<file path="src/rtl/soc_ctrl_rst_seq.sv">
// Per-domain reset / clock-enable sequencer for the delay generator.
// Gates the clock, pulses reset, settles, then ungates; reports busy/done.
module soc_ctrl_rst_seq #(
   parameter int GATE_CYCLES   = 4,
   parameter int RST_CYCLES    = 16,
   parameter int SETTLE_CYCLES = 4
) (
   input  logic ref_clk_i,
   input  logic glb_arst_ni,
   input  logic rst_req_i,
   input  logic clk_en_req_i,
   output logic arst_no,
   output logic clk_en_o,
   output logic busy_o,
   output logic done_o
);

   localparam int MAX_GR  = (GATE_CYCLES > RST_CYCLES) ? GATE_CYCLES : RST_CYCLES;
   localparam int MAX_ALL = (MAX_GR > SETTLE_CYCLES) ? MAX_GR : SETTLE_CYCLES;
   localparam int CNT_W   = (MAX_ALL < 1) ? 1 : $clog2(MAX_ALL + 1);

   localparam logic [CNT_W-1:0] GATE_LD   = CNT_W'(GATE_CYCLES - 1);
   localparam logic [CNT_W-1:0] RST_LD    = CNT_W'(RST_CYCLES - 1);
   localparam logic [CNT_W-1:0] SETTLE_LD = CNT_W'(SETTLE_CYCLES - 1);

   typedef enum logic [1:0] {
      IDLE,
      GATE,
      HOLD,
      SETTLE
   } state_e;

   state_e           state_q, state_d;
   logic [CNT_W-1:0] cnt_q, cnt_d;
   logic             pend_q, pend_d;
   logic             arst_d, clk_en_d, busy_d, done_d;
   logic             cnt_last;
   logic             req_any;

   assign cnt_last = (cnt_q == '0);
   assign req_any  = pend_q | rst_req_i;

   always_comb begin
      state_d = state_q;
      cnt_d   = cnt_q - 1'b1;
      pend_d  = pend_q;
      done_d  = 1'b0;
      unique case (state_q)
         IDLE: begin
            pend_d = 1'b0;
            cnt_d  = cnt_q;
            if (rst_req_i) begin
               state_d = GATE;
               cnt_d   = GATE_LD;
            end
         end
         GATE: begin
            pend_d = req_any;
            if (cnt_last) begin
               state_d = HOLD;
               cnt_d   = RST_LD;
            end
         end
         HOLD: begin
            pend_d = req_any;
            if (cnt_last) begin
               state_d = SETTLE;
               cnt_d   = SETTLE_LD;
            end
         end
         SETTLE: begin
            pend_d = req_any;
            if (cnt_last) begin
               // a request on the exit edge itself still earns one more pass
               done_d  = 1'b1;
               pend_d  = 1'b0;
               cnt_d   = GATE_LD;
               state_d = req_any ? GATE : IDLE;
            end
         end
         default: begin
            state_d = IDLE;
            cnt_d   = cnt_q;
         end
      endcase
      arst_d   = (state_d != HOLD);
      busy_d   = (state_d != IDLE);
      clk_en_d = (state_d == IDLE) & clk_en_req_i;
   end

   always_ff @(posedge ref_clk_i or negedge glb_arst_ni) begin
      if (!glb_arst_ni) begin
         state_q  <= HOLD;
         cnt_q    <= RST_LD;
         pend_q   <= 1'b0;
         arst_no  <= 1'b0;
         clk_en_o <= 1'b0;
         busy_o   <= 1'b1;
         done_o   <= 1'b0;
      end else begin
         state_q  <= state_d;
         cnt_q    <= cnt_d;
         pend_q   <= pend_d;
         arst_no  <= arst_d;
         clk_en_o <= clk_en_d;
         busy_o   <= busy_d;
         done_o   <= done_d;
      end
   end

endmodule

</file>
<file path="config.mk">
export PLATFORM = sky130hd
export DESIGN_NAME = soc_ctrl_rst_seq
export DESIGN_NICKNAME = d
export VERILOG_FILES = /design/src/rtl/soc_ctrl_rst_seq.sv
export SDC_FILE = /design/constraint.sdc
export NUM_CORES = 1
export LEC_CHECK = 0
export BUFFER_PORTS_ARGS = -buffer_cell sky130_fd_sc_hd__buf_4
export CORE_MARGIN = 2
export CORE_UTILIZATION = 49
export CTS_BUF_LIST = sky130_fd_sc_hd__clkbuf_8 sky130_fd_sc_hd__clkbuf_16
export DETAILED_ROUTE_END_ITERATION = 7
export GPL_TIMING_DRIVEN = 0
export PLACE_DENSITY = 0.71
export SLEW_MARGIN = 25
export SYNTH_ARGS = -nofsm -noshare
export SYNTH_HDL_FRONTEND = slang
export SYNTH_SLANG_ARGS = --single-unit
</file>
<file path="constraint.sdc">
create_clock -name ref_clk_i -period 1.8 [get_ports ref_clk_i]
set_input_delay 0.36 -clock ref_clk_i [delete_from_list [all_inputs] [get_ports ref_clk_i]]
set_output_delay 0.36 -clock ref_clk_i [all_outputs]
set_load 0.005 [all_outputs]
</file>
==> Word level (Yosys, flattened, before mapping) <==
Cells that the tools add are included.
Widths: inputs -> output; s select.
{ "word_totals": {"regBits": 12, "latch_bits": 0, "mem_bits_rw": 0, "romBits": 0, "inputBits": 4, "output_inout_bits": 4, "elab_cells": 35, "mem_count": 0} }
{ "classes": {"addsub": 1, "multipliers": 0, "div_mod_pow": 0, "n_lt_le_gt_ge": 0, "eq_ne": 5, "shifts": 0, "muxes": 14, "n_bitwise": 2, "n_reduce_logical": 6} }
{ "op_table": {"columns": ["operator", "count"], "rows": [
  ["$mux 5", 3],
  ["$pmux 5 s3", 1],
  ["$mux 2", 4],
  ["$pmux 2 s4", 1],
  ["$logic_not 5->1", 1],
  ["$sub 5x1->5 const B", 1],
  ["$eq 2x2->1 const B", 2],
  ["$logic_not 2->1", 2],
  ["$mux 1", 4],
  ["$ne 2x2->1 const B", 2],
  ["$reduce_or 2->1", 2],
  ["$pmux 1 s3", 1],
  ["$eq 2x1->1 const B", 1],
  ["$reduce_bool 2->1", 1],
  ["$and 1x1->1", 1],
  ["$or 1x1->1", 1]
]} }

==> Longest topological paths before layout <==
Gate-level depths: netlist of the first run.
{ "depth": {"ltp_word": 6, "mapped_depth": 8, "depth_no_buf": 7} }

==> Worst setup path after synthesis of the first run <==
Ideal clock, no wire load.
{ "synth_path": {"path_type": "register -> register", "startpoint": "register cnt_q[0]", "endpoint": "register clk_en_o", "setup_ns": 0.080, "arrival_ns": 1.744, "required_ns": 1.720, "path_slack_ns": -0.024, "stages_incl_launch_ff": 9, "n_path_buf": 1, "synth_period_minus_slack_ns": 1.824, "cell_sequence": "dfstp_2 -> inv_1 -> ha_1 -> or4b_1 -> buf_2 -> a211oi_2 -> o2bb2ai_2 -> inv_2 -> nor3b_2"} }
{ "synth_between": {"elab_chain_len": 5, "elab_cells_between_ends": 7, "classes_between": "mux (4); bitwise (1); reduce/logical (2)"} }
{ "synth_lines": {"columns": ["element", "line", "rtl"], "rows": [
  ["from (decl)", "34", "logic [CNT_W-1:0] cnt_q, cnt_d;"],
  ["from (signal assigned)", "102", "cnt_q <= cnt_d;"],
  ["$logic_not 5->1 (*)", "40", "assign cnt_last = (cnt_q == '0);"],
  ["$mux 2 (on tied branches)", "73, 59, 66", null],
  ["$pmux 2 s4 (*)", "48", "unique case (state_q)"],
  ["net state_d[0]", "33", "state_e state_q, state_d;"],
  ["$logic_not 2->1 (*)", "88", "clk_en_d = (state_d == IDLE) & clk_en_req_i;"],
  ["$and 1x1->1 (*)", "88", null],
  ["net clk_en_d", "36", "logic arst_d, clk_en_d, busy_d, done_d;"],
  ["to (signal assigned)", "105", "clk_en_o <= clk_en_d;"],
  ["to (decl)", "13", "output logic clk_en_o,"]
]} }
The timed path passes the listed nets; every way through them passes the cells marked *.
A chain may end at the register's enable or synchronous reset.

==> Worst setup path after layout of the first run <==
Same ends and word-level chain as after synthesis.

==> results of run 1 <==
## layout make-up
type,instances,area [µm²]
Tap cell,15,18.8
Clock inverter,1,3.75
Clock buffer,3,41.3
Inverter,5,21.3
Sequential cell,12,308
Fill cell,88,323
Timing Repair Buffer,11,85.1
Buffer,1,11.3
Multi-Input combinational cell,50,489
## metrics by stage
stage	instance area, µm²	utilization (%)	power, µW	std cells	hold WS, ns
2_1_floorplan	703	-	1030	69	0.0644
4_1_cts	872	67.0	1550	96	0.368
6_report	978	75.2	1810	98	0.369
3_5_place_dp	774	59.5	1200	91	0.206
5_1_grt	978	75.2	1930	98	0.378
3_3_place_gp	774	59.5	1180	91	0.207
## critical path: stages (launching register included)
cell and delay [ns]:
dfstp_2 0.37, inv_2 0.07, ha_4 0.15, or3b_4 0.40, o41ai_4 0.39, o2bb2ai_2 0.17, inv_2 0.07, nor3b_2 0.15
## cell usage after synthesis
library cell / number
nor4b_1: 1
nor2_1: 4
nand2_1: 4
a21oi_1: 6
nor3b_2: 1
nor2b_1: 2
nor3_1: 8
o2bb2ai_1: 1
or3_1: 2
or4b_1: 1
a211oi_2: 1
buf_2: 1
or3b_2: 1
nand4b_1: 1
inv_1: 4
or2_2: 1
nand2b_1: 2
o41ai_1: 1
dfstp_2: 6
o32ai_2: 1
and2_1: 1
inv_2: 1
clkbuf_1: 1
o2bb2ai_2: 1
o21ai_0: 4
dfrtp_1: 6
ha_1: 6
## cells in the final DEF (no fill, tap or decap), types with 2 or more instances in the layout
cell      count
buf_4        10
nor3_1        6
ha_4          4
nand2_1       4
dfrtp_1       6
clkbuf_8      3
inv_2         4
a21oi_1       6
nor2_1        4
o21ai_0       3
dfstp_2       6
nand2b_1      2
## routing by layer
layer | GRT usage (%) | share of wire [%] | vias to the layer above
li1 | - | - | 274
met1 | 26.5 | 48 | 271
met2 | 25.6 | 46 | 11
met3 | 5.65 | 3.2 | 5
met4 | 14.2 | 2.5 | 0
met5 | 0 | 0 | -
## registers in the layout, summed over array words and instances, names as in the netlist
| signal | cells |
|---|---|
| pend_q | 1 |
| cnt_q | 5 |
| arst_no | 1 |
| state_q | 2 |
| done_o | 1 |
| clk_en_o | 1 |
| busy_o | 1 |
## worst paths after layout
check                                  end  slack, ns  depth (start not counted)
worst max-delay path              clk_en_o      -0.05                          7
max in group asynchronous       state_q[1]       1.08                          2
min in group asynchronous           done_o       0.49                          2
worst max register to register    clk_en_o      -0.05                          7
worst min-delay path              clk_en_o       0.37                          2
worst min register to register    cnt_q[1]       0.49                          2
## where the power goes
group          internal [µW]  total (µW)  switching (µW)
registers                404         513             109
clock network            151         254             103
logic                    508        1040             531
total                   1060        1810             743
## cells by family after synthesis
kind of cell,after synthesis,share of synthesized area [%]
flops,12,44.6
fa+ha+maj,6,10.9
compound gates,15,16.1
simple gates,29,24.5
buf+inv,7,3.98
## repair_timing
| action | in CTS | in global routing |
|---|---|---|
| cloned | 0 | 0 |
| setup endpoints to repair | 8 | 10 |
| pin swaps | 0 | 5 |
| buffers inserted | 0 | 3 |
| endpoints found under the hold margin | 6 | 0 |
| hold buffers | 1 | 0 |
| resized for setup | 10 | 22 |
==> impl_results.html, run 1 <==
<table>
<tr><th>Metric</th><th>Value</th></tr>
<tr><th colspan="2">Outcome</th></tr>
<tr><td>Run status</td><td>complete, but fails checks</td></tr>
<tr><td>Violated checks</td><td>negative setup slack</td></tr>
<tr><th colspan="2">Route</th></tr>
<tr><td>Pre-Repair DR Iteration Count</td><td>4</td></tr>
<tr><td>Count of routing violations after the opening detailed-route iteration</td><td>8</td></tr>
<tr><td>Number of vias after detailed routing</td><td>between 500 and 600</td></tr>
<tr><td>Post-route ant nets</td><td>0</td></tr>
<tr><td>DRC violation count after routing</td><td>0</td></tr>
<tr><td>Ratio of routed vias to standard cells</td><td>approximately 5.7</td></tr>
<tr><td>Final WL</td><td>approximately 1500 µm</td></tr>
<tr><td>Detailed-route wire length per cell</td><td>between 15 and 20 µm</td></tr>
<tr><th colspan="2">Timing</th></tr>
<tr><td>Layout Skew</td><td>between 0.0015 and 0.002 ns</td></tr>
<tr><td>Measured slew at the worst slew-check pin</td><td>between 0.3 and 0.4 ns</td></tr>
<tr><td>Total Negative Setup Slacks</td><td>-0.0502 ns</td></tr>
<tr><td>Worst slew margin relative to its limit</td><td>between 70% and 80%</td></tr>
<tr><td>Post-layout min period</td><td>around 1.9 ns</td></tr>
<tr><td>Final clock period utilization by the worst path</td><td>103%</td></tr>
<tr><td>Max Slew Vio Count</td><td>0</td></tr>
<tr><td>Final count of hold timing violations</td><td>0</td></tr>
<tr><td>Setup repair after global routing missed its margin</td><td>yes</td></tr>
<tr><td>Number of failing setup endpoints in the final timing report</td><td>1</td></tr>
<tr><td>Highest attainable clock frequency</td><td>about 540 MHz</td></tr>
<tr><td>Final worst slack</td><td>-0.0502 ns</td></tr>
<tr><th colspan="2">Clocking</th></tr>
<tr><td>Clock transition at the registers of the reported paths</td><td>around 0.05 ns</td></tr>
<tr><td>Buffer cell driving the clock tree root</td><td>clkbuf_8</td></tr>
<tr><td>Clock latency on the worst-skew pair</td><td>between 0.2 and 0.25 ns</td></tr>
<tr><td>Number of clock sinks</td><td>12</td></tr>
<tr><td>Clock buffer count from CTS</td><td>3</td></tr>
<tr><td>Number of buffers on the longest clock path</td><td>2</td></tr>
<tr><td>Clock tree from TritonCTS</td><td>yes</td></tr>
<tr><td>Depth of the CTS H-tree</td><td>1</td></tr>
<tr><th colspan="2">Power and ir drop</th></tr>
<tr><td>Worst VDD drop</td><td>1.01 mV</td></tr>
<tr><td>Standby leakage power</td><td>a little under 0.0004 µW</td></tr>
<tr><td>Power Dens Cells</td><td>roughly 1800 mW/mm²</td></tr>
<tr><th colspan="2">Synthesis</th></tr>
<tr><td>Total standard cell area after synthesis</td><td>around 690 µm²</td></tr>
<tr><td>Average cell area after synthesis</td><td>10.0 µm²</td></tr>
<tr><td>Number of warnings issued by yosys</td><td>0</td></tr>
<tr><td>Synthesized netlist net count</td><td>slightly below 80</td></tr>
<tr><td>Library cell occupying the most area in the post-synthesis netlist</td><td>dfstp_2</td></tr>
<tr><td>Leading cell types by total area after synthesis</td><td>dfstp_2, dfrtp_1, ha_1, nor3_1, a21oi_1</td></tr>
<tr><td>Number of distinct library cells after synthesis</td><td>27</td></tr>
<tr><td>Cell count after synthesis</td><td>just under 70</td></tr>
<tr><td>Seq/Total Area, Yosys</td><td>44.6%</td></tr>
<tr><td>Number of register bits inferred by synthesis</td><td>12</td></tr>
<tr><td>Proportion of netlist area held by the largest area contributor</td><td>22.8%</td></tr>
<tr><th colspan="2">Min path</th></tr>
<tr><td>Hold path startpoint</td><td>clk_en_req_i</td></tr>
<tr><td>Min-Delay Path Class</td><td>in -&gt; reg</td></tr>
<tr><th colspan="2">Global routing</th></tr>
<tr><td>Combined global-route utilization of all metal layers</td><td>between 10% and 20%</td></tr>
<tr><td>Number of antenna violations at the first check in global routing</td><td>0</td></tr>
<tr><td>Global-route wire length before repair</td><td>about 2500 µm</td></tr>
<tr><td>Overflow left after global routing</td><td>0</td></tr>
<tr><td>Maximum number of pins on one net before global-route repair</td><td>13</td></tr>
<tr><td>Via count of the first global-routing pass</td><td>~550</td></tr>
<tr><th colspan="2">Finish</th></tr>
<tr><td>Share of final-layout standard cells stronger than drive strength 1</td><td>51.8%</td></tr>
<tr><td>NumNets Final</td><td>94</td></tr>
<tr><td>Area overhead of the layout relative to synthesis</td><td>41.7%</td></tr>
<tr><td>Number of antenna repair diodes</td><td>0</td></tr>
<tr><th colspan="2">Critical path</th></tr>
<tr><td>Type of destination of the critical path</td><td>flip-flop</td></tr>
<tr><td>Kind of start point of the critical path</td><td>flip-flop</td></tr>
<tr><td>CP startpoint</td><td>cnt_q[0]</td></tr>
<tr><td>Signal arrival time at the worst endpoint</td><td>between 2 and 2.5 ns</td></tr>
<tr><td>Kind of critical path</td><td>reg -&gt; reg</td></tr>
<tr><td>Required arrival time at the worst endpoint</td><td>a little under 2 ns</td></tr>
<tr><td>Crit path max fanout</td><td>5</td></tr>
<tr><td>Worst flop-to-flop path startpoint</td><td>cnt_q[0]</td></tr>
<tr><th colspan="2">Floorplanning</th></tr>
<tr><td>Area inside the core boundary</td><td>around 0.0013 mm²</td></tr>
<tr><td>Ports placed on the boundary</td><td>8</td></tr>
<tr><td>Floorplan die area</td><td>roughly 0.0017 mm²</td></tr>
<tr><td>Effective utilization at floorplan</td><td>between 50 and 60%</td></tr>
<tr><td>Number of cell rows</td><td>13</td></tr>
<tr><td>Y dimension of the die</td><td>~42 µm</td></tr>
<tr><td>Die span in x</td><td>just over 40 µm</td></tr>
<tr><th colspan="2">Place</th></tr>
<tr><td>Routability-driven placement congestion ratio</td><td>0.838</td></tr>
<tr><td>Detailed placement HPWL</td><td>967 µm</td></tr>
<tr><td>Number of port buffers</td><td>7</td></tr>
<tr><td>Worst setup slack before clock tree synthesis</td><td>-0.195 ns</td></tr>
<tr><th colspan="2">Flow run</th></tr>
<tr><td>Number of max-cap violations</td><td>0</td></tr>
</table>
No activity file was read; power rests on OpenSTA's default activity.
==> inputs of run 2 (changes only) <==
--- a/config.mk
+++ b/config.mk
@@ -5,13 +5,13 @@
 export SDC_FILE = /design/constraint.sdc
 export NUM_CORES = 1
 export LEC_CHECK = 0
-export BUFFER_PORTS_ARGS = -buffer_cell sky130_fd_sc_hd__buf_4
 export CORE_MARGIN = 2
-export CORE_UTILIZATION = 49
+export CORE_UTILIZATION = 50
 export CTS_BUF_LIST = sky130_fd_sc_hd__clkbuf_8 sky130_fd_sc_hd__clkbuf_16
 export DETAILED_ROUTE_END_ITERATION = 7
+export DONT_BUFFER_PORTS = 1
 export GPL_TIMING_DRIVEN = 0
-export PLACE_DENSITY = 0.71
+export PLACE_DENSITY = 0.68
 export SLEW_MARGIN = 25
 export SYNTH_ARGS = -nofsm -noshare
 export SYNTH_HDL_FRONTEND = slang
==> run 2 against run 1 <==
Effect of this change: the run still ends with negative setup slack left; wire length rose by 21%; clock power rose by 18%; sequential share of layout area rose by 1.5 points; core utilization fell by 3.4 points; die area fell by 1.8%; cell count fell by 3.1%; setup slack improved by 0.039 ns; maximum frequency rose by 2.1%; critical path type unchanged; critical endpoint unchanged.
==> impl_results.html, run 2 (synthesis results as in run 1) <==
<table>
<tr><th>Metric</th><th>Value</th></tr>
<tr><th colspan="2">Route</th></tr>
<tr><td>Final WL</td><td>1860 µm</td></tr>
<tr><td>Post-route ant nets</td><td>0</td></tr>
<tr><td>Number of vias after detailed routing</td><td>slightly below 600</td></tr>
<tr><td>Detailed-route wire length per cell</td><td>roughly 20 µm</td></tr>
<tr><td>DRC violation count after routing</td><td>0</td></tr>
<tr><td>Ratio of routed vias to standard cells</td><td>between 6 and 7</td></tr>
<tr><td>Pre-Repair DR Iteration Count</td><td>4</td></tr>
<tr><td>Count of routing violations after the opening detailed-route iteration</td><td>13</td></tr>
<tr><th colspan="2">Timing</th></tr>
<tr><td>Final worst slack</td><td>-0.0114 ns</td></tr>
<tr><td>Post-layout min period</td><td>~1.8 ns</td></tr>
<tr><td>Max Slew Vio Count</td><td>0</td></tr>
<tr><td>Number of failing setup endpoints in the final timing report</td><td>1</td></tr>
<tr><td>Final count of hold timing violations</td><td>0</td></tr>
<tr><td>Measured slew at the worst slew-check pin</td><td>around 0.56 ns</td></tr>
<tr><td>Layout Skew</td><td>0.00315 ns</td></tr>
<tr><td>Worst slew margin relative to its limit</td><td>62.4%</td></tr>
<tr><td>Highest attainable clock frequency</td><td>roughly 550 MHz</td></tr>
<tr><td>Total Negative Setup Slacks</td><td>-0.0114 ns</td></tr>
<tr><td>Final clock period utilization by the worst path</td><td>101%</td></tr>
<tr><td>Worst hold slack across all endpoints</td><td>~0.2 ns</td></tr>
<tr><td>Setup repair after global routing missed its margin</td><td>yes</td></tr>
<tr><th colspan="2">Finish</th></tr>
<tr><td>Number of standard cells in the layout, taps in and fillers out</td><td>95</td></tr>
<tr><td>Final core area utilization</td><td>71.8%</td></tr>
<tr><td>Area overhead of the layout relative to synthesis</td><td>35.3%</td></tr>
<tr><td>NumNets Final</td><td>91</td></tr>
<tr><td>Number of antenna repair diodes</td><td>0</td></tr>
<tr><td>Highest-count cells in the layout ignoring fill and taps</td><td>nor3_1, a21oi_1, dfrtp_1, dfstp_2, buf_4</td></tr>
<tr><td>Share of final-layout standard cells stronger than drive strength 1</td><td>50.0%</td></tr>
<tr><td>Largest registers in the final layout</td><td>cnt_q x5, state_q x2</td></tr>
<tr><td>Flip-flop count of the largest register, all copies and words added</td><td>5</td></tr>
<tr><td>Register with the most flip-flops</td><td>cnt_q</td></tr>
<tr><th colspan="2">Clocking</th></tr>
<tr><td>Clock buffer count from CTS</td><td>3</td></tr>
<tr><td>Clock latency on the worst-skew pair</td><td>0.24 ns</td></tr>
<tr><td>Number of clock sinks</td><td>12</td></tr>
<tr><td>Clock transition at the registers of the reported paths</td><td>about 0.060 ns</td></tr>
<tr><td>Number of buffers on the longest clock path</td><td>2</td></tr>
<tr><td>Clock tree from TritonCTS</td><td>yes</td></tr>
<tr><td>Buffer cell driving the clock tree root</td><td>clkbuf_8</td></tr>
<tr><td>Depth of the CTS H-tree</td><td>1</td></tr>
<tr><th colspan="2">Critical path</th></tr>
<tr><td>Required arrival time at the worst endpoint</td><td>slightly below 2 ns</td></tr>
<tr><td>Worst Path Buf+Inv</td><td>2</td></tr>
<tr><td>Kind of start point of the critical path</td><td>flip-flop</td></tr>
<tr><td>Top cell by count, worst path</td><td>inv_2</td></tr>
<tr><td>Critical path cell sequence</td><td>inv_2 -&gt; ha_4 -&gt; or4b_4 -&gt; a211oi_2 -&gt; o2bb2ai_2 -&gt; inv_2 -&gt; nor3b_2</td></tr>
<tr><td>Crit path max fanout</td><td>4</td></tr>
<tr><td>Worst path slowest cell</td><td>or4b_4</td></tr>
<tr><td>Cell family with most CP delay</td><td>simple AND/OR/NAND/NOR gates</td></tr>
<tr><td>Largest incremental delay on the critical path</td><td>0.50 ns</td></tr>
<tr><td>Type of destination of the critical path</td><td>flip-flop</td></tr>
<tr><td>Kind of critical path</td><td>reg -&gt; reg</td></tr>
<tr><td>Signal arrival time at the worst endpoint</td><td>slightly below 2 ns</td></tr>
<tr><th colspan="2">Power and ir drop</th></tr>
<tr><td>Standby leakage power</td><td>between 0.0003 and 0.0004 µW</td></tr>
<tr><td>Overall power of the completed layout</td><td>1850 µW</td></tr>
<tr><td>Worst VDD drop</td><td>1.05 mV</td></tr>
<tr><td>Power Dens Cells</td><td>about 2000 mW/mm²</td></tr>
<tr><th colspan="2">Global routing</th></tr>
<tr><td>Combined global-route utilization of all metal layers</td><td>roughly a quarter</td></tr>
<tr><td>Maximum number of pins on one net before global-route repair</td><td>13</td></tr>
<tr><td>Via count of the first global-routing pass</td><td>about 600</td></tr>
<tr><td>Number of antenna violations at the first check in global routing</td><td>0</td></tr>
<tr><td>Global-route wire length before repair</td><td>about 2700 µm</td></tr>
<tr><td>Overflow left after global routing</td><td>0</td></tr>
<tr><th colspan="2">Floorplanning</th></tr>
<tr><td>Number of cell rows</td><td>13</td></tr>
<tr><td>Y dimension of the die</td><td>approximately 40 µm</td></tr>
<tr><td>Die span in x</td><td>about 41 µm</td></tr>
<tr><td>Floorplan die area</td><td>between 0.0015 and 0.002 mm²</td></tr>
<tr><td>Ports placed on the boundary</td><td>8</td></tr>
<tr><td>Effective utilization at floorplan</td><td>a little over half</td></tr>
<tr><td>Area inside the core boundary</td><td>roughly 0.0013 mm²</td></tr>
<tr><th colspan="2">Place</th></tr>
<tr><td>Detailed placement HPWL</td><td>1030 µm</td></tr>
<tr><td>Post-placement cell count</td><td>84</td></tr>
<tr><td>Number of port buffers</td><td>0</td></tr>
<tr><td>Routability-driven placement congestion ratio</td><td>roughly 0.78</td></tr>
<tr><th colspan="2">Outcome</th></tr>
<tr><td>Run status</td><td>complete, but fails checks</td></tr>
<tr><td>Violated checks</td><td>negative setup slack</td></tr>
<tr><th colspan="2">Min path</th></tr>
<tr><td>Min-Delay Path Class</td><td>in -&gt; reg</td></tr>
<tr><th colspan="2">Flow run</th></tr>
<tr><td>Number of max-cap violations</td><td>0</td></tr>
</table>
[run 2: cell count changes in the layout (fill, tap and decap cells not counted), sizes merged]
cell / delta
buf: -4
clkbuf: +2
inv: -1
[run 2: final timing paths]
path                              from         end  slack [ns]  depth (start not counted)
max                           cnt_q[0]    clk_en_o       -0.01                          7
min                          rst_req_i  state_q[1]        0.20                          1
max reg2reg                   cnt_q[0]    clk_en_o       -0.01                          7
min reg2reg                   cnt_q[1]    cnt_q[1]        0.50                          2
max in group asynchronous  glb_arst_ni    cnt_q[1]        0.88                          1
min in group asynchronous  glb_arst_ni      pend_q        0.55                          1
[run 2: per-stage QoR]
| stage | area, µm² | setup slack (ns) |
|---|---|---|
| after detailed placement | 722 | -0.232 |
| after floorplan | 703 | 0.0116 |
| after global routing | 935 | -0.0929 |
| after global placement | 722 | -0.218 |
| after CTS | 883 | -0.0623 |
| final | 935 | -0.0114 |
[run 2: worst reg2reg max path, stage by stage, from the launching register on]
cell       delay [ns]
dfstp_2          0.37
inv_2            0.07
ha_4             0.14
or4b_4           0.51
a211oi_2         0.24
o2bb2ai_2        0.16
inv_2            0.07
nor3b_2          0.18
[run 2: layer usage]
layer / part of all wire, % / wire length (µm) / track usage [%] / vias up
met5: 0 / 0 / 0 / -
met4: 0.91 / 17 / 16.9 / 0
met3: 5.7 / 105 / 7.07 / 2
met2: 49 / 906 / 36.7 / 23
met1: 45 / 829 / 32.6 / 297
li1: - / - / - / 264
[run 2: layout make-up]
class | instances | area [µm²]
well taps | 15 | 18.8
plain buffers | 1 | 7.51
fillers | 85 | 367
inverters | 5 | 18.8
clock buffers | 4 | 55.1
multi-input cells | 50 | 452
flip-flops and latches | 12 | 308
repair buffers | 8 | 75.1
[run 2: what timing repair did]
action	in CTS	in global routing
cloned	0	0
hold buffers	1	0
hold endpoints to repair	12	0
pin swaps	4	6
gates resized for setup	17	6
setup buffers	4	3
setup endpoints to repair	9	6
[run 2: report_power, final]
part	switching, µW	internal, µW	total [µW]	leakage (µW)
Clock	106	193	299	0.0000288
Combinational	571	474	1050	0.000207
Sequential	97.3	405	502	0.000138
==> inputs of run 3 (changes only) <==
--- a/config.mk
+++ b/config.mk
@@ -5,13 +5,16 @@
 export SDC_FILE = /design/constraint.sdc
 export NUM_CORES = 1
 export LEC_CHECK = 0
+export CELL_PAD_IN_SITES_DETAIL_PLACEMENT = 1
+export CELL_PAD_IN_SITES_GLOBAL_PLACEMENT = 2
+export CORE_ASPECT_RATIO = 1.25
 export CORE_MARGIN = 2
-export CORE_UTILIZATION = 50
+export CORE_UTILIZATION = 34
 export CTS_BUF_LIST = sky130_fd_sc_hd__clkbuf_8 sky130_fd_sc_hd__clkbuf_16
 export DETAILED_ROUTE_END_ITERATION = 7
 export DONT_BUFFER_PORTS = 1
 export GPL_TIMING_DRIVEN = 0
-export PLACE_DENSITY = 0.68
+export PLACE_DENSITY_LB_ADDON = 0.1
 export SLEW_MARGIN = 25
 export SYNTH_ARGS = -nofsm -noshare
 export SYNTH_HDL_FRONTEND = slang
==> run 3 against run 2 <==
Effect of this change: the run still ends with negative setup slack left; sequential share of layout area is 0.26 points lower; via count shrank 6.8%; cell count increased by 4.2%; clock power increased by 3%; flip-flop and latch count is the same; critical path depth is the same; setup slack lost 0.014 ns; largest cell class unchanged; highest routed layer unchanged.
==> impl_results.html, run 3 (synthesis results as in run 1) <==
<table>
<tr><th>Metric</th><th>Value</th></tr>
<tr><th colspan="2">Flow run</th></tr>
<tr><td>Number of max-cap violations</td><td>0</td></tr>
<tr><th colspan="2">Finish</th></tr>
<tr><td>Flip-flop count of the largest register, all copies and words added</td><td>5</td></tr>
<tr><td>Area overhead of the layout relative to synthesis</td><td>36.4%</td></tr>
<tr><td>NumNets Final</td><td>90</td></tr>
<tr><td>Number of standard cells in the layout, taps in and fillers out</td><td>a little under 100</td></tr>
<tr><td>Register with the most flip-flops</td><td>cnt_q</td></tr>
<tr><td>Register cell area after layout</td><td>slightly above 300 µm²</td></tr>
<tr><td>Number of antenna repair diodes</td><td>0</td></tr>
<tr><td>Combined area of the multi-input logic cells</td><td>roughly 470 µm²</td></tr>
<tr><td>Largest registers in the final layout</td><td>cnt_q x5, state_q x2</td></tr>
<tr><td>Final core area utilization</td><td>48.6%</td></tr>
<tr><td>Highest-count cells in the layout ignoring fill and taps</td><td>nor3_1, a21oi_1, dfrtp_1, dfstp_2, buf_4</td></tr>
<tr><td>Number of filler cells placed in the layout</td><td>~210</td></tr>
<tr><td>Share of final-layout standard cells stronger than drive strength 1</td><td>about 47%</td></tr>
<tr><th colspan="2">Timing</th></tr>
<tr><td>Final clock period utilization by the worst path</td><td>101%</td></tr>
<tr><td>Highest attainable clock frequency</td><td>around 550 MHz</td></tr>
<tr><td>Layout Skew</td><td>approximately 0.0027 ns</td></tr>
<tr><td>Total Negative Setup Slacks</td><td>-0.0253 ns</td></tr>
<tr><td>Max Slew Vio Count</td><td>0</td></tr>
<tr><td>Final worst slack</td><td>-0.0253 ns</td></tr>
<tr><td>Number of failing setup endpoints in the final timing report</td><td>1</td></tr>
<tr><td>Measured slew at the worst slew-check pin</td><td>0.537 ns</td></tr>
<tr><td>Setup repair after global routing missed its margin</td><td>yes</td></tr>
<tr><td>Final count of hold timing violations</td><td>0</td></tr>
<tr><td>Worst slew margin relative to its limit</td><td>between 60 and 70%</td></tr>
<tr><td>Post-layout min period</td><td>1.83 ns</td></tr>
<tr><th colspan="2">Route</th></tr>
<tr><td>Detailed-route wire length per cell</td><td>around 18 µm</td></tr>
<tr><td>DRC violation count after routing</td><td>0</td></tr>
<tr><td>Post-route ant nets</td><td>0</td></tr>
<tr><td>Count of routing violations after the opening detailed-route iteration</td><td>0</td></tr>
<tr><td>Pre-Repair DR Iteration Count</td><td>1</td></tr>
<tr><td>Final WL</td><td>1820 µm</td></tr>
<tr><td>Number of vias after detailed routing</td><td>roughly 550</td></tr>
<tr><td>Ratio of routed vias to standard cells</td><td>between 5 and 6</td></tr>
<tr><th colspan="2">Critical path</th></tr>
<tr><td>Kind of start point of the critical path</td><td>flip-flop</td></tr>
<tr><td>Signal arrival time at the worst endpoint</td><td>~2 ns</td></tr>
<tr><td>Kind of critical path</td><td>reg -&gt; reg</td></tr>
<tr><td>Type of destination of the critical path</td><td>flip-flop</td></tr>
<tr><td>Required arrival time at the worst endpoint</td><td>~2.0 ns</td></tr>
<tr><td>Crit path max fanout</td><td>5</td></tr>
<tr><th colspan="2">Floorplanning</th></tr>
<tr><td>Ports placed on the boundary</td><td>8</td></tr>
<tr><td>Number of cell rows</td><td>18</td></tr>
<tr><td>Y dimension of the die</td><td>54.4 µm</td></tr>
<tr><td>Die span in x</td><td>between 40 and 50 µm</td></tr>
<tr><td>Effective utilization at floorplan</td><td>approximately 36%</td></tr>
<tr><td>Area inside the core boundary</td><td>around 0.0019 mm²</td></tr>
<tr><td>Floorplan die area</td><td>between 0.002 and 0.0025 mm²</td></tr>
<tr><th colspan="2">Global routing</th></tr>
<tr><td>Number of antenna violations at the first check in global routing</td><td>0</td></tr>
<tr><td>Maximum number of pins on one net before global-route repair</td><td>13</td></tr>
<tr><td>Global-route wire length before repair</td><td>about 2900 µm</td></tr>
<tr><td>Combined global-route utilization of all metal layers</td><td>approximately 17%</td></tr>
<tr><td>Via count of the first global-routing pass</td><td>between 500 and 600</td></tr>
<tr><td>Overflow left after global routing</td><td>0</td></tr>
<tr><th colspan="2">Place</th></tr>
<tr><td>Post-placement cell count</td><td>89</td></tr>
<tr><td>Routability-driven placement congestion ratio</td><td>0.677</td></tr>
<tr><td>Number of port buffers</td><td>0</td></tr>
<tr><td>Worst setup slack before clock tree synthesis</td><td>-0.353 ns</td></tr>
<tr><td>Detailed placement HPWL</td><td>~1200 µm</td></tr>
<tr><th colspan="2">Power and ir drop</th></tr>
<tr><td>Switching Share</td><td>~41%</td></tr>
<tr><td>Power Dens Cells</td><td>roughly 2000 mW/mm²</td></tr>
<tr><td>Share of total power in sequential cells</td><td>a little over a quarter</td></tr>
<tr><td>Worst VDD drop</td><td>just under 0.9 mV</td></tr>
<tr><td>Standby leakage power</td><td>roughly 0.00037 µW</td></tr>
<tr><td>Internal power</td><td>between 1000 and 1500 µW</td></tr>
<tr><td>Combinational Power Share</td><td>between 50% and 60%</td></tr>
<tr><td>Clock power share</td><td>16.8%</td></tr>
<tr><td>Switching pwr</td><td>around 760 µW</td></tr>
<tr><th colspan="2">Clocking</th></tr>
<tr><td>Number of clock sinks</td><td>12</td></tr>
<tr><td>Buffer cell driving the clock tree root</td><td>clkbuf_8</td></tr>
<tr><td>Clock buffer count from CTS</td><td>3</td></tr>
<tr><td>Number of buffers on the longest clock path</td><td>2</td></tr>
<tr><td>Depth of the CTS H-tree</td><td>1</td></tr>
<tr><td>Clock transition at the registers of the reported paths</td><td>about 0.06 ns</td></tr>
<tr><td>Clock latency on the worst-skew pair</td><td>roughly 0.25 ns</td></tr>
<tr><td>Clock tree from TritonCTS</td><td>yes</td></tr>
<tr><th colspan="2">Outcome</th></tr>
<tr><td>Run status</td><td>complete, but fails checks</td></tr>
<tr><td>Violated checks</td><td>negative setup slack</td></tr>
<tr><th colspan="2">Min path</th></tr>
<tr><td>Min-Delay Path Class</td><td>in -&gt; reg</td></tr>
</table>
## run 3: power by group through the flow
stage / combinational [µW] / sequential (µW) / clock, µW
global placement: 701 / 489 / 0
global route: 1160 / 511 / 322
CTS: 940 / 487 / 311
finish: 1040 / 496 / 309
floorplan: 562 / 463 / 0
detailed placement: 717 / 488 / 0
## run 3: final timing paths
check	startpoint	endpoint	slack [ns]	depth (start not counted)
worst max-delay path	cnt_q[0]	clk_en_o	-0.03	7
worst min-delay path	rst_req_i	state_q[1]	0.20	1
worst max register to register	cnt_q[0]	clk_en_o	-0.03	7
worst min register to register	cnt_q[1]	cnt_q[1]	0.51	2
max in group asynchronous	glb_arst_ni	busy_o	0.90	1
min in group asynchronous	glb_arst_ni	cnt_q[4]	0.53	1
## run 3: worst max-delay path, stage by stage (launching register included)
cell       delay, ns
dfstp_2         0.38
inv_2           0.07
ha_4            0.14
or4b_4          0.52
a211oi_4        0.28
o2bb2ai_4       0.16
inv_2           0.05
nor3b_2         0.14
## run 3: per-layer routing
layer | vias up | share of wire [%] | track usage [%]
met3 | 5 | 1.3 | 2.97
met2 | 6 | 55 | 29.2
met4 | 0 | 2.4 | 9.09
li1 | 263 | - | -
met1 | 272 | 41 | 20.8
met5 | - | 0 | 0
## run 3: what timing repair did
item	4_1_cts	5_1_grt
gates cloned	0	0
hold buffers	1	0
resized for setup	16	9
hold endpoints to repair	12	0
pin swaps	3	4
buffers inserted	4	2
setup endpoints to repair	10	6
## run 3: area by class of cell
type	instances	share of cell area, %
Tap cell	20	2.66
Clock buffer	4	5.84
Multi-Input combinational cell	50	49.8
Timing Repair Buffer	7	5.84
Buffer	1	1.20
Sequential cell	12	32.7
Inverter	5	1.99
## run 3: stage by stage
step	power (µW)	hold slack, ns	area [µm²]
after global routing	2000	0.199	942
after floorplan	1030	0.0644	703
final	1850	0.196	942
after global placement	1190	0.0647	728
after detailed placement	1200	0.0650	728
after CTS	1740	0.211	888
